<file path="config.mk">
export PLATFORM = sky130hd
export DESIGN_NAME = mag_com_sort_ctrl
export DESIGN_NICKNAME = d
export VERILOG_FILES = /design/src/rtl/mag_com_sort_ctrl.sv
export SDC_FILE = /design/constraint.sdc
export NUM_CORES = 1
export LEC_CHECK = 0
export CAP_MARGIN = 20
export CELL_PAD_IN_SITES_DETAIL_PLACEMENT = 0
export CELL_PAD_IN_SITES_GLOBAL_PLACEMENT = 1
export CORE_MARGIN = 2
export CORE_UTILIZATION = 35
export CTS_BUF_LIST = sky130_fd_sc_hd__clkbuf_4 sky130_fd_sc_hd__clkbuf_8
export CTS_CLUSTER_DIAMETER = 50
export DETAILED_ROUTE_END_ITERATION = 8
export PLACE_DENSITY = 0.66
export SYNTH_ARGS = -nofsm -noshare
export SYNTH_HDL_FRONTEND = slang
export SYNTH_SLANG_ARGS = --single-unit
</file>
<file path="constraint.sdc">
create_clock -name clk -period 6.1 [get_ports clk]
set_clock_uncertainty 0.2 [all_clocks]
set_input_delay 1.22 -clock clk [delete_from_list [all_inputs] [get_ports clk]]
set_output_delay 1.22 -clock clk [all_outputs]
set_load 0.02 [all_outputs]
</file>
<file path="src/rtl/mag_com_sort_ctrl.sv">
// Block sorter: loads DEPTH words, bubble-sorts them in place through an external
// magnitude comparator (one compare per cycle), then drains them smallest first.
module mag_com_sort_ctrl #(
  parameter int WIDTH = 4,
  parameter int DEPTH = 8
) (
  input  logic             clk,
  input  logic             rst_n,
  input  logic             in_valid,
  output logic             in_ready,
  input  logic [WIDTH-1:0] in_data,
  output logic [WIDTH-1:0] cmp_a,
  output logic [WIDTH-1:0] cmp_b,
  input  logic [1:0]       cmp_f,
  output logic             out_valid,
  input  logic             out_ready,
  output logic [WIDTH-1:0] out_data,
  output logic             busy,
  output logic             err
);

  localparam int PW = (DEPTH > 1) ? $clog2(DEPTH) : 1;

  typedef enum logic [1:0] {LOAD, SORT, DRAIN} state_t;

  state_t           state, state_nxt;
  logic [WIDTH-1:0] mem [DEPTH];
  logic [PW-1:0]    wr_ptr, rd_ptr, idx, pass;
  logic [PW-1:0]    idx_p1, last_idx;
  logic             swapped;
  logic             load_acc, drain_acc, do_swap, cmp_bad;
  logic             pass_end, swapped_any, sort_done;

  assign idx_p1      = idx + PW'(1);
  assign last_idx    = PW'(DEPTH - 2) - pass;
  assign load_acc    = (state == LOAD) && in_valid;
  assign drain_acc   = (state == DRAIN) && out_ready;
  assign do_swap     = (state == SORT) && (cmp_f == 2'b10);
  assign cmp_bad     = (state == SORT) && (cmp_f == 2'b11);
  assign pass_end    = (idx == last_idx);
  // The swap decided this cycle counts toward the early-exit test.
  assign swapped_any = swapped | do_swap;
  assign sort_done   = !swapped_any || (pass == PW'(DEPTH - 2));
  assign out_data    = mem[rd_ptr];

  always_comb begin
    state_nxt = state;
    in_ready  = 1'b0;
    out_valid = 1'b0;
    busy      = 1'b0;
    cmp_a     = '0;
    cmp_b     = '0;
    case (state)
      LOAD: begin
        in_ready = 1'b1;
        if (in_valid && (wr_ptr == PW'(DEPTH - 1))) state_nxt = SORT;
      end
      SORT: begin
        busy  = 1'b1;
        cmp_a = mem[idx];
        cmp_b = mem[idx_p1];
        if (pass_end && sort_done) state_nxt = DRAIN;
      end
      DRAIN: begin
        out_valid = 1'b1;
        if (out_ready && (rd_ptr == PW'(DEPTH - 1))) state_nxt = LOAD;
      end
      default: state_nxt = LOAD;
    endcase
  end

  always_ff @(posedge clk) begin
    if (!rst_n) state <= LOAD;
    else        state <= state_nxt;
  end

  always_ff @(posedge clk) begin
    if (!rst_n) begin
      wr_ptr  <= '0;
      rd_ptr  <= '0;
      idx     <= '0;
      pass    <= '0;
      swapped <= 1'b0;
      err     <= 1'b0;
    end else begin
      if (load_acc) begin
        if (wr_ptr == PW'(DEPTH - 1)) begin
          wr_ptr  <= '0;
          idx     <= '0;
          pass    <= '0;
          swapped <= 1'b0;
        end else begin
          wr_ptr <= wr_ptr + PW'(1);
        end
      end
      if (cmp_bad) err <= 1'b1;
      if (state == SORT) begin
        if (pass_end) begin
          if (sort_done) begin
            rd_ptr <= '0;
          end else begin
            pass    <= pass + PW'(1);
            idx     <= '0;
            swapped <= 1'b0;
          end
        end else begin
          idx     <= idx_p1;
          swapped <= swapped_any;
        end
      end
      if (drain_acc) begin
        if (rd_ptr == PW'(DEPTH - 1)) begin
          rd_ptr <= '0;
          wr_ptr <= '0;
        end else begin
          rd_ptr <= rd_ptr + PW'(1);
        end
      end
    end
  end

  // Word storage carries no reset; only the sequencer state does.
  always_ff @(posedge clk) begin
    if (load_acc) begin
      mem[wr_ptr] <= in_data;
    end else if (do_swap) begin
      mem[idx]    <= mem[idx_p1];
      mem[idx_p1] <= mem[idx];
    end
  end

endmodule

</file>
# ---- Word level (Yosys, flattened, before mapping)
# Memory sizes are Yosys's and may differ from the RTL's. A register that Yosys moved wholly into a read port is not among the register bits.
# Cells that the tools add are included.
dict set report totals {
  output_inout_bits 16
  memories 1
  elab_cells 85
  inputBits 10
  reg_bits 16
  ram_bits 32
}
# memory words word_bits rd rd_clocked_by_memory_dff wr line
set memory_table {}
lappend memory_table {mem 8 4 3 2 2 27} ;# logic [WIDTH-1:0] mem [DEPTH];
dict set report op_classes {
  n_eq_ne 11
  reduce_logical 16
  n_mux 44
  bitwise 1
  add_sub_neg 5
}
# operator count
set op_table {}
lappend op_table {{3-bit 2-to-1 mux} 23}
lappend op_table {{1-bit 2-to-1 mux} 14}
lappend op_table {{3-bit by 1-bit adder with 3-bit output, second input constant} 4}
lappend op_table {{4-bit 2-to-1 mux} 3}
lappend op_table {{3-bit == test, second input constant} 3}
lappend op_table {{1-bit logical AND} 7}
lappend op_table {{2-bit == test, second input constant} 3}
lappend op_table {{2-bit 2-to-1 mux} 3}
lappend op_table {{2-bit one-hot mux with 3 select lines} 1}
lappend op_table {{3-bit AND reduction} 2}
lappend op_table {{2-bit nonzero test} 3}
lappend op_table {{2-bit by 1-bit inequality test with 1-bit output, second input constant} 2}
lappend op_table {{4-bit OR reduction} 1}
lappend op_table {{3-bit == test} 1}
lappend op_table {{3-bit subtractor, first input constant} 1}
lappend op_table {{2-bit by 1-bit == test with 1-bit output, second input constant} 1}
lappend op_table {{2-bit zero test} 1}
lappend op_table {{2-bit inequality test, second input constant} 1}
lappend op_table {{1-bit zero test} 1}
lappend op_table {{1-bit logical OR} 1}
lappend op_table {{1-bit bitwise OR} 1}

# ---- Longest topological paths before layout
# Gate-level depths: netlist of the first run.
dict set report depth {
  depth_word 11
  depth_mapped 7
  ltp_nobuf 6
}

# ---- Worst setup path after synthesis of the first run
# No wires, ideal clock.
dict set report synth_path {
  kind {register to output}
  start {register, netlist name idx[1]}
  end {output port cmp_a[0]}
  n_path_buf 1
  path_stages_with_launch 5
  required_ns 4.680
  slack_ns 2.991
  t_arrival_ns 1.689
  cell_sequence {dfxtp_1 -> buf_2 -> mux4_2 -> mux2_2 -> and2_1}
}
# element line
set synth_lines {}
lappend synth_lines {{to (decl)} 12} ;# output logic [WIDTH-1:0] cmp_a,

# ---- Worst setup path after layout of the first run
dict set report layout_path {
  start {register idx[1]}
  end {output port cmp_b[3]}
}
dict set report layout_via {
  elab_chain_len 3
}
# element line
set layout_lines {}
lappend layout_lines {{from (decl)} 28} ;# logic [PW-1:0] wr_ptr, rd_ptr, idx, pass;
lappend layout_lines {{from (signal assigned)} 107} ;# idx <= idx_p1;
lappend layout_lines {{3-bit by 1-bit adder with 3-bit output} 34} ;# assign idx_p1 = idx + PW'(1);
lappend layout_lines {{memory 8 x 4 bit} -}
lappend layout_lines {{4-bit 2-to-1 mux} 53} ;# case (state)
lappend layout_lines {{to (decl)} 13} ;# output logic [WIDTH-1:0] cmp_b,
# No other way between the ends.

==> impl_results.md, run 1 <==
- Pleak: 1.197 nW
- Pwr Density: approximately 170 nW/um^2
- CP required: roughly 4.7 ns
- Drt drc: 0
- Final Hold Viols: 0
- Vias per cell: 5.527
- Max_cap viols: 0
- Site Rows: 36
- GPL Wtd Cong: a little over 0.8
- Commonest cells in the synthesized netlist: nand2_1 (38), edfxtp_1 (32), o21ai_0 (21)
- RSZ-0062 raised after global routing: no
- P&R area growth vs syn: 12.87%
- Rel. slew slack: roughly a third
- TritonCTS clock tree: built
- Slew of the pin with the lowest slew margin: about 1 ns
- Die W: 103.2 um
- Die Span Y: between 100 and 150 um
- Die Footprint: between 10000 and 15000 sq um
- First-pass GRT wire length: roughly 14000 um
- Mapped Cells: 317
- Starting density of the core: a little over a third
- Total CTS buffers: 5
- Clock Path Buffers: 2
- Post-route ant nets: 0
- Distinct cells, synth: 53
- Post-synth EDFFs: 32
- Ratio of cells with drive above 1 in the final layout: between 10% and 20%
- Final setup fails: 0
- Wire per inst: 19.15 um
- GRT Total Usage: between 10% and 20%
- CTS resizes: 0
- Slew Viols, Final: 0
- Core footprint: approximately 9600 sq um
- Vias in the first global route: approximately 2500
- Register area share after synthesis: about two fifths
- Pin count of the biggest net entering global routing: 34
- Leading area contributor after synthesis: edfxtp_1
- Minimum clock period: between 4 and 5 ns
- Status: finished clean
- Worst EP arrival: approximately 3.2 ns
- Worst-Skew Late Latency: around 0.31 ns
- Number of port buffers: 25
- Syn nets: approximately 330
- Hold-fix buffers, CTS: 0
- Setup total negative slack: 0 ns
- Nets: 350
- Fin crit share: about three quarters
- YS warnings: 0
- Critical Path End Type: output pin
- Clk Tree Root Cell: clkbuf_8
- Syn Area/Cell: 10.85 sq um
- Crit start category: register
- Clock sink count: 51
- Async set-or-reset flop fraction in the synthesized netlist: 0%
- Postcts setup bufs: 0
- Grt ovf: 0
- Reg2Reg Setup Slack: ~3.0 ns
- Antenna violations before repair: 0
- Synth Register Bits: a little over 50
- Ys flop type: edfxtp_1
- IO Pins: 26
- Yosys top cell area share: around 28%
- Count leader, synth: nand2_1
- Pre-antenna DRT Iters: 4
- Antenna cells: 0
- Mapped cell area: 3441 sq um
- Tightest Hold Check Type: reg2reg
- Worst-path maximum fanout: 12
- Clock slew at reported path FFs: around 0.10 ns
- DP HPWL: 6604 um
- Worst VDD drop: between 0.09 and 0.1 mV
- Fmax: 0.2167 GHz
- Critical path class: reg2out
- Iter 0 DRT Violations: 175
- Max H-tree Level: 2
- Area contributors post-synth: edfxtp_1 (28%), mux4_2 (13%), dfxtp_1 (11%)
- Final WL: a little under 9000 um
- Tot Pwr: ~0.64 mW
- Vias: 2581
-- cell families (layout without fill, tap and decap cells) --
logic type,count (synthesis),count (layout),share of synthesized area [%]
XOR/XNOR,5,5,1.709
multiplexers,47,47,24.18
buffers and inverters,26,43,3.891
AO/OA/AOI/OAI,76,76,13.56
AND/OR/NAND/NOR,105,105,15.13
flip-flops,51,51,38.98
adder cells (fa/ha/maj),7,7,2.545
-- worst paths after layout --
path / startpoint / end / depth (start not counted)
worst max register to register: idx[1]$_SDFF_PN0_ / mem[0][1]$_DFFE_PP_ / 5
worst min-delay path: pass[2]$_SDFF_PN0_ / pass[2]$_SDFF_PN0_ / 2
worst min register to register: pass[2]$_SDFF_PN0_ / pass[2]$_SDFF_PN0_ / 2
worst max-delay path: idx[1]$_SDFF_PN0_ / cmp_b[3] / 5
-- layout make-up --
type	count	area, sq um
Clock inverter	3	27.53
Timing Repair Buffer	28	272.8
Fill cell	957	5756
Tap cell	133	166.4
Sequential cell	51	1341
Multi-Input combinational cell	240	1981
Clock buffer	5	68.82
Inverter	7	26.28
-- routing by layer --
layer,wire length (um),GRT usage (%),vias to the layer above
met3,490,2.644,9
met5,0,0,-
met4,152,5.466,0
met2,4135,27.62,70
met1,4167,26.23,1253
li1,-,-,1249
-- cell usage in the layout (no fill, tap or decap), drive strengths merged, types with 9 or more instances in the layout --
master,n
edfxtp,32
o21ai,34
clkdlybuf4s50,25
mux2,21
a21oi,14
nor3,9
nor2,17
nand2,38
mux4,21
dfxtp,19
-- registers in the layout (all words and copies together) (netlist names), named ones only --
name,count
err,1
state,2
swapped,1
rd_ptr,3
pass,3
wr_ptr,3
mem,32
idx,3
-- where the power goes --
| group | internal, mW | switching, mW |
|---|---|---|
| logic | 0.0257 | 0.0294 |
| clock network | 0.0846 | 0.127 |
| registers | 0.371 | 0.00457 |
-- metrics by stage --
step	util (%)	instances	setup slack [ns]	area [sq um]	hold WS (ns)
finish	40.29	467	1.485	3884	0.3062
global route	40.29	467	1.309	3884	0.3384
CTS	40.29	467	1.446	3884	0.3102
detailed placement	39.29	459	1.797	3787	0.2839
global placement	39.29	459	1.835	3787	0.2803
floorplan	-	317	2.991	3441	0.2661
-- worst max-delay path, cell delays in order, from the launching register on --
cell             delay [ns]
dfxtp_1                0.82
ha_1                   0.49
inv_1                  0.28
mux4_2                 0.59
and2_1                 0.18
clkdlybuf4s50_1        0.53
No activity file was read; power rests on OpenSTA's default activity.
==> run 2, diff against run 1 <==
==> constraint.sdc (replaced) <==
create_clock -name clk -period 4.7 [get_ports clk]
set_clock_uncertainty 0.2 [all_clocks]
set_input_delay 0.94 -clock clk [delete_from_list [all_inputs] [get_ports clk]]
set_output_delay 0.94 -clock clk [all_outputs]
set_load 0.02 [all_outputs]
==> impl_results.md, run 2 (same netlist as run 1, synthesis figures left out) <==
- Status: finished clean
- Worst r2r dst: mem[2][0]$_DFFE_PP_
- Vias in the first global route: about 2600
- Max_cap viols: 0
- Worst-Skew Late Latency: ~0.31 ns
- Critical path class: reg2out
- R2R depth: 4
- Minimum clock period: just under 4 ns
- Die Span Y: between 100 and 150 um
- Leading cell type in the layout, fill and taps excluded: nand2_1
- CTS resizes: 0
- CP Cell Sequence: xnor2_1, mux2_2, and2_1, clkdlybuf4s50_1
- Crit-path slowest cell: xnor2_1
- Pin count of the biggest net entering global routing: 34
- CP max stage delay: between 0.7 and 0.8 ns
- Worst slack, placed: between 0.9 and 1 ns
- Clock slew at reported path FFs: 0.10 ns
- Slew Viols, Final: 0
- Crit start category: register
- Postcts setup bufs: 0
- P&R area growth vs syn: 13.78%
- Iter 0 DRT Violations: approximately 220
- DP HPWL: roughly 6600 um
- Grt ovf: 0
- Slew of the pin with the lowest slew margin: a little over 0.9 ns
- Pleak: around 1.2 nW
- Reg2Reg Setup Slack: roughly 2.0 ns
- Beginning of the worst hold path: err$_SDFFE_PN0P_
- Hold-fix buffers, CTS: 0
- IO Pins: 26
- Pre-antenna DRT Iters: 4
- CP required: around 3.6 ns
- Fmax: 0.2565 GHz
- Setup total negative slack: 0 ns
- Die Footprint: between 10000 and 15000 sq um
- Rel. slew slack: 37.94%
- Total CTS buffers: 5
- Antenna cells: 0
- Drt drc: 0
- Nets: approximately 350
- Area after DPL: between 3000 and 4000 sq um
- Most frequent cells in the layout: nand2_1 (38), edfxtp_1 (32), clkdlybuf4s50_1 (25)
- Hold depth: 2
- Starting density of the core: roughly 36%
- Final WL: just over 9000 um
- Die W: ~100 um
- RSZ-0062 raised after global routing: no
- GPL Wtd Cong: approximately 0.78
- Ratio of cells with drive above 1 in the final layout: approximately 17%
- Vias: ~2700
- Clk Tree Root Cell: clkbuf_8
- Clock sink count: 51
- Fill cell count: ~970
- Critical Path End Type: output pin
- Core footprint: 9639 sq um
- Final worst slack: 0.8018 ns
- Max H-tree Level: 2
- Final instance area: 3915 sq um
- Tot Pwr: roughly 0.89 mW
- Worst VDD drop: roughly 0.13 mV
- Number of port buffers: 25
- Clock Path Buffers: 2
- TritonCTS clock tree: built
- Hold EP: err$_SDFFE_PN0P_
- Site Rows: 36
- Pwr Density: around 230 nW/um^2
- Vias per cell: between 5 and 6
- Wire per inst: around 20 um
- Final Hold Viols: 0
- Final setup fails: 0
- GRT Total Usage: between 10% and 20%
- Fin crit share: a little over 80%
- Worst-path maximum fanout: 12
- Antenna violations before repair: 0
- Largest register FFs: 32
- First-pass GRT wire length: between 10000 and 15000 um
- Worst EP arrival: 2.76 ns
- Worst hold slack: 0.2881 ns
- Post-route ant nets: 0
- Worst reg2reg path startpoint: state[0]$_SDFFE_PN0P_
- Tightest Hold Check Type: reg2reg
- Register bank with the most flops: mem
## run 2: cell types whose count changed in the layout (fill, tap and decap cells not counted), sizes merged
cell | before | now
clkinv | 1 | 0
clkinvlp | 1 | 0
bufinv | 0 | 1
buf | 3 | 5
clkbuf | 5 | 6
## run 2: final cells by class
class / instances / area, sq um / share of cell area [%]
clock buffer: 6 / 76.32 / 1.950
timing repair buffer: 30 / 287.8 / 7.351
sequential: 51 / 1341 / 34.26
clock inverter: 2 / 36.28 / 0.9268
inverter: 7 / 26.28 / 0.6711
tap: 133 / 166.4 / 4.251
multi-input combinational: 240 / 1981 / 50.59
## run 2: critical path: cells and delay by family (launching register included)
kind,cells,cell delay (ns)
xor+xnor,1,0.75
flops,1,0.54
buf+inv,1,0.54
mux,1,0.45
simple gates,1,0.17
## run 2: worst max-delay path by stage
| stage | cells past startpoint | end | slack [ns] | from |
|---|---|---|---|---|
| floorplan | 4 | cmp_a[0] | 1.87 | idx[1]$_SDFF_PN0_ |
| global placement | 5 | mem[2][1]$_DFFE_PP_ | 1.01 | cmp_f[1] |
| detailed placement | 4 | mem[7][3]$_DFFE_PP_ | 0.91 | cmp_f[1] |
| CTS | 4 | cmp_b[2] | 0.76 | idx[2]$_SDFF_PN0_ |
| global route | 4 | cmp_b[2] | 0.67 | idx[2]$_SDFF_PN0_ |
| finish | 4 | cmp_b[2] | 0.80 | idx[2]$_SDFF_PN0_ |
## run 2: routing by layer
| layer | track usage, % | wire (um) | up-vias |
|---|---|---|---|
| met3 | 2.712 | 488 | 13 |
| met5 | 0 | 0 | - |
| met4 | 7.287 | 230 | 0 |
| li1 | - | - | 1257 |
| met1 | 27.78 | 4404 | 1302 |
| met2 | 27.02 | 4226 | 83 |
## run 2: power breakdown
group	total (mW)	internal (mW)	switching (mW)
combinational	0.0750	0.0344	0.0406
clock	0.331	0.166	0.165
sequential	0.487	0.482	0.00536
## run 2: per-stage QoR
stage | utilization [%] | std cells
2_1_floorplan | - | 317
3_3_place_gp | 39.45 | 461
3_5_place_dp | 39.45 | 461
4_1_cts | 40.62 | 469
5_1_grt | 40.62 | 469
6_report | 40.62 | 469
